==> config.mk <==
export PLATFORM = sky130hd
export DESIGN_NAME = mips_mem_arbiter
export DESIGN_NICKNAME = d
export VERILOG_FILES = /design/src/rtl/mips_mem_arbiter_pkg.sv /design/src/rtl/mips_mem_arbiter_arb_pick2.sv /design/src/rtl/mips_mem_arbiter.sv
export SDC_FILE = /design/constraint.sdc
export NUM_CORES = 1
export LEC_CHECK = 0
export CAP_MARGIN = 20
export CORE_AREA = 2 2 116 118
export DETAILED_ROUTE_END_ITERATION = 8
export DIE_AREA = 0 0 118 120
export PLACE_DENSITY = 0.81
export SLEW_MARGIN = 5
export SYNTH_ARGS = -nofsm -noshare
export SYNTH_HDL_FRONTEND = slang
export SYNTH_SLANG_ARGS = --single-unit
==> constraint.sdc <==
create_clock -name clk -period 1.6 [get_ports clk]
set_input_delay 0.16 -clock clk [delete_from_list [all_inputs] [get_ports clk]]
set_output_delay 0.16 -clock clk [all_outputs]
set_load 0.02 [all_outputs]
==> src/rtl/mips_mem_arbiter_pkg.sv <==
// mips_mem_arbiter_pkg: FSM state and arbitration-mode encodings shared by the memory arbiter
package mips_mem_arbiter_pkg;
  typedef enum logic [1:0] {
    S_ARB    = 2'd0,
    S_ACCESS = 2'd1,
    S_WAIT   = 2'd2,
    S_RESP   = 2'd3
  } state_t;
  localparam int ARB_MODE_RR   = 0;
  localparam int ARB_MODE_PRIO = 1;
endpackage

==> src/rtl/mips_mem_arbiter_arb_pick2.sv <==
// arb_pick2: two-requester winner selection (round-robin or p0-priority with starvation override)
//  req0, req1   in   requests from port 0 / port 1
//  last_winner  in   port granted most recently (round-robin history)
//  mode         in   0 = round-robin, 1 = fixed p0 priority
//  starve_hit   in   p1 has waited through the maximum run of p0 grants
//  winner       out  selected port index (meaningful only when any=1)
//  any          out  at least one request present
module arb_pick2 (
  input  logic req0,
  input  logic req1,
  input  logic last_winner,
  input  logic mode,
  input  logic starve_hit,
  output logic winner,
  output logic any
);
  assign any    = req0 | req1;
  assign winner = (req0 && req1) ? (mode ? starve_hit : !last_winner) : req1;
endmodule

==> src/rtl/mips_mem_arbiter.sv <==
// mips_mem_arbiter: shares the single unified memory port of the multicycle MIPS core between CPU (p0) and DMA (p1)
//  clk, rst           clock; synchronous active-low reset
//  pN_req/we/addr/wdata  request, write flag, byte address, write data of port N
//  pN_gnt             one-cycle accept pulse (combinational, in the arbitration cycle)
//  pN_rvalid/rdata    one-cycle read response and its data
//  mem_addr/mem_wr_data/mem_wr_ena/mem_rd_data  memory-side port
//  busy               transaction in progress
//  owner              port of the current or last transaction
module mips_mem_arbiter
  import mips_mem_arbiter_pkg::*;
#(
  parameter int N             = 32,
  parameter int RD_LATENCY    = 1,
  parameter int PRIORITY_MODE = ARB_MODE_RR,
  parameter int STARVE_LIMIT  = 4
) (
  input  logic         clk,
  input  logic         rst,
  input  logic         p0_req,
  input  logic         p0_we,
  input  logic [N-1:0] p0_addr,
  input  logic [N-1:0] p0_wdata,
  output logic         p0_gnt,
  output logic         p0_rvalid,
  output logic [N-1:0] p0_rdata,
  input  logic         p1_req,
  input  logic         p1_we,
  input  logic [N-1:0] p1_addr,
  input  logic [N-1:0] p1_wdata,
  output logic         p1_gnt,
  output logic         p1_rvalid,
  output logic [N-1:0] p1_rdata,
  output logic [N-1:0] mem_addr,
  output logic [N-1:0] mem_wr_data,
  output logic         mem_wr_ena,
  input  logic [N-1:0] mem_rd_data,
  output logic         busy,
  output logic         owner
);
  localparam int WW = $clog2(RD_LATENCY + 1);
  localparam int SW = $clog2(STARVE_LIMIT + 1);
  state_t state, state_n;
  logic [WW-1:0] wait_cnt;
  logic [SW-1:0] starve_cnt;
  logic [N-1:0] hold_addr, hold_wdata;
  logic hold_we, last_winner, winner, any, grant, resp;
  arb_pick2 u_pick (
    .req0       (p0_req),
    .req1       (p1_req),
    .last_winner(last_winner),
    .mode       (PRIORITY_MODE == ARB_MODE_PRIO),
    .starve_hit (starve_cnt == SW'(STARVE_LIMIT)),
    .winner     (winner),
    .any        (any)
  );
  // Pulses are gated by rst so nothing is accepted, issued or returned while reset is asserted.
  assign grant       = rst && state == S_ARB && any;
  assign resp        = rst && state == S_RESP;
  assign p0_gnt      = grant && !winner;
  assign p1_gnt      = grant && winner;
  assign p0_rvalid   = resp && !owner;
  assign p1_rvalid   = resp && owner;
  assign p0_rdata    = p0_rvalid ? mem_rd_data : '0;
  assign p1_rdata    = p1_rvalid ? mem_rd_data : '0;
  // The holding registers drive the memory directly, so the address is present from the access cycle onward.
  assign mem_addr    = hold_addr;
  assign mem_wr_data = hold_wdata;
  assign mem_wr_ena  = rst && state == S_ACCESS && hold_we;
  assign busy        = state != S_ARB;
  always_comb begin
    state_n = state;
    unique case (state)
      S_ARB:    state_n = any ? S_ACCESS : S_ARB;
      S_ACCESS: state_n = hold_we ? S_ARB : (RD_LATENCY == 1 ? S_RESP : S_WAIT);
      S_WAIT:   state_n = wait_cnt == WW'(1) ? S_RESP : S_WAIT;
      S_RESP:   state_n = S_ARB;
      default:  state_n = S_ARB;
    endcase
  end
  always_ff @(posedge clk) begin
    if (!rst) begin
      state       <= S_ARB;
      hold_addr   <= '0;
      hold_wdata  <= '0;
      hold_we     <= 1'b0;
      owner       <= 1'b0;
      last_winner <= 1'b1;
      starve_cnt  <= '0;
      wait_cnt    <= '0;
    end else begin
      state <= state_n;
      if (grant) begin
        hold_addr   <= winner ? p1_addr : p0_addr;
        hold_wdata  <= winner ? p1_wdata : p0_wdata;
        hold_we     <= winner ? p1_we : p0_we;
        owner       <= winner;
        last_winner <= winner;
      end
      // With p1 requesting, every S_ARB cycle is a grant: p0 wins extend the run, a p1 win or idle p1 clears it.
      if (state == S_ARB)
        starve_cnt <= (PRIORITY_MODE == ARB_MODE_PRIO && p1_req && !winner) ? starve_cnt + SW'(1) : '0;
      if (state == S_ACCESS)
        wait_cnt <= WW'(RD_LATENCY - 1);
      else if (state == S_WAIT)
        wait_cnt <= wait_cnt - WW'(1);
    end
  end
endmodule

==> impl_results.md <==
- Core area: 13000 um2
- Post-synth top flop: dfxtp_1
- Critical R2R Launch: state[0]
- Worst slack, placed: -0.553 ns
- Min-Delay Path Depth: 3
- Area of the multi-input gates: 1830 um2
- Cell total after placement: around 800
- Largest net degree at the start of global routing: 50
- Fill count: 1141
- Worst-path maximum fanout: 7
- Final period util: 105%
- Worst skew pair latency: 0.33 ns
- Final Hold Viols: 0
- Nets: just over 800
- Failing checks: negative setup slack
- CTS Buffer Depth: 2
- WL/cell: 18.2 um
- Critical R2R Capture: mem_wr_data[8]
- Total Power: 6.32 mW
- Fmax: 598 MHz
- Synth warn: 0
- Min-delay worst type: input pin to flip-flop
- Number of max-capacitance violations reported: 0
- GRT Total Usage: 20.2%
- Die Ht: between 100 and 150 um
- Share of cells above drive strength 1: about a quarter
- Clk network pwr share: 30.0%
- Synth top area cells: dfxtp_1 (42%), a221o_1 (16%), and2_1 (12%), and3_1 (9.9%), a31oi_1 (2.4%)
- Top-count cell post-synth: dfxtp_1
- Area of the die: about 14000 um2
- # IOs: 301
- Synth unique cells: 28
- Htree depth: 3
- CTS sink cnt: 70
- Syn Inst Count: 357
- Initial antenna violation count: 0
- Sw Pwr: 1.94 mW
- Slew of the pin with the lowest slew margin: 0.353 ns
- CTS tree: yes
- Internal power: 4.38 mW
- Count of flip-flops with a built-in enable after synthesis: 0
- Synth top area share: a little over two fifths
- Clock transition at path regs: 0.06 ns
- Worst Path Arrival: 1.89 ns
- Root Buffer Master: clkbuf_16
- Tmin final: 1.67 ns
- HPWL after detailed placement: about 11000 um
- Iteration-0 DRC Markers: 203
- Async S/R FF share, synth: 0%
- Number of port buffers: 300
- DRC: 0
- RSZ-0062 raised after global routing: yes
- Final WL: 15400 um
- Die Width: 118 um
- First-pass GRT wire length: 22600 um
- Drt first pass iters: 5
- Area grow syn2layout: 113%
- Synth cell count leaders: dfxtp_1 (70), and2_1 (65), and3_1 (53)
- Congestion Overflow GR: 0
- # rows: 42
- Antenna viol nets, final: 0
- Finished Core Util: 54.8%
- Setup CP Type: flip-flop to flip-flop
- Synth Cell Area: around 3300 um2
- Setup-failing EPs final: 55
- Switch share: between 30% and 40%
- Clock Skews: between 0.008 and 0.009 ns
- Via count: 4283
- Status: finished, violations left
- Hold_ws: 0.424 ns
- Setup crit end kind: flip-flop
- Pleak: slightly above 3 nW
- Startpoint class of the critical path: flip-flop
- Combinational Power Share: 36.1%
- R2r worst-path depth: 6
- Crit path from: state[0]
- Vias in the first global route: 4307
- # diodes: 0
- CTS Buf Count: 9
- Starting Density: 25.7%
- Register Area: 1410 um2
- Cell Pwr Density: 889 nW/um2
- Worst setup margin: -0.0727 ns
- Routed vias/inst: 5.06
- Hold_sp: p1_wdata[12]
- Slew HR: between 70% and 80%
- Hold Path End: mem_wr_data[12]
- Part of the power in registers: between 30 and 40%
- Reg2Reg Setup Slack: -0.07 ns
- Non-Filler Instances: 846
- Syn_area_per_cell: between 9 and 10 um2
- Cell taking the most area after synthesis: dfxtp_1
- Syn nets: about 520
- Slew Viols, Final: 0
- Worst path required time: around 1.8 ns
- VDD IR-drop max: 0.567 mV
- Post-synthesis sequential area ratio: 42.0%
- Flops & latches, synth: 70
- Gpl congestion: 0.844
-- worst max-delay path, stage by stage (launching register included) --
cell and delay, ns:
dfxtp_2 0.33, buf_6 0.12, buf_6 0.11, or2_4 0.25, o21a_4 0.27, clkbuf_16 0.18, a221o_1 0.29
-- kinds of logic after synthesis --
logic type / count (synthesis) / share of synthesized area, %
AND/OR/NAND/NOR: 158 / 29.0
AO/OA/AOI/OAI: 84 / 21.1
flip-flops: 70 / 42.0
buffers and inverters: 43 / 7.28
XOR/XNOR: 1 / 0.263
multiplexers: 1 / 0.300
-- state kept, by name, summed over array words and instances (netlist names), named ones only --
signal and count:
hold_we 1, last_winner 1, mem_addr 32, mem_wr_data 32, owner 1, state 1, wait_cnt 1
-- worst max-delay path by stage --
stage,endpoint,cells past startpoint,slack [ns]
2_1_floorplan,hold_we,7,0.01
3_3_place_gp,p0_rdata[13],6,-0.53
3_5_place_dp,p1_rdata[8],6,-0.55
4_1_cts,mem_addr[21],6,-0.08
5_1_grt,mem_addr[5],6,-0.10
6_report,mem_wr_data[8],6,-0.07
-- power groups by stage --
stage                     clock [mW]  sequential (mW)  combinational (mW)
after floorplan                    0             2.41               0.661
after global placement             0             2.16                2.02
after detailed placement           0             2.16                2.06
after CTS                       1.92             2.14                2.17
after global routing            1.99             2.18                2.41
final                           1.90             2.15                2.28
-- area by class of cell --
class	instances	area share, %
multi-input cells	245	25.7
repair buffers	336	47.3
clock buffers	11	3.55
clock inverters	5	0.475
well taps	176	3.09
flip-flops and latches	70	19.8
inverters	3	0.158
-- routing by layer --
layer	vias to the layer above	wire [um]	GRT usage [%]
met4	0	496	9.94
met3	35	1260	5.99
li1	1957	-	-
met1	2021	5590	20.3
met5	-	0	0
met2	270	8080	38.0
-- layout by cell type (no fill, tap or decap), types with 3 or more instances in the layout --
cell type        synthesis  final
clkdlybuf4s50_1          0    229
dfxtp_1                 70     67
and3_1                  53     52
a221o_1                 52     52
and2_1                  65     41
buf_6                    7     38
buf_2                    8     32
and2_4                   0     24
buf_4                    5     22
nand4_1                 13     13
nand3_1                 14     13
a31oi_1                 13     13
clkbuf_16                0     12
o21ai_0                 13      7
o21ai_1                  0      6
buf_12                   0      5
nor2_1                   6      4
buf_16                   0      4
a21oi_1                  3      3
-- through the flow --
step,area [um2],setup TNS [ns]
floorplan,3330,0
global placement,6570,-47.93
detailed placement,6570,-52.43
CTS,6930,-2.23
global route,7120,-4.69
finish,7120,-1.89
-- what timing repair did --
| action | in CTS | in global routing |
|---|---|---|
| hold buffers | 0 | 0 |
| pin swaps | 3 | 12 |
| gates resized for setup | 357 | 44 |
| endpoints found under the setup margin | 122 | 102 |
| gates cloned | 4 | 5 |
| buffers inserted | 6 | 0 |
No activity file was read; power rests on OpenSTA's default activity.
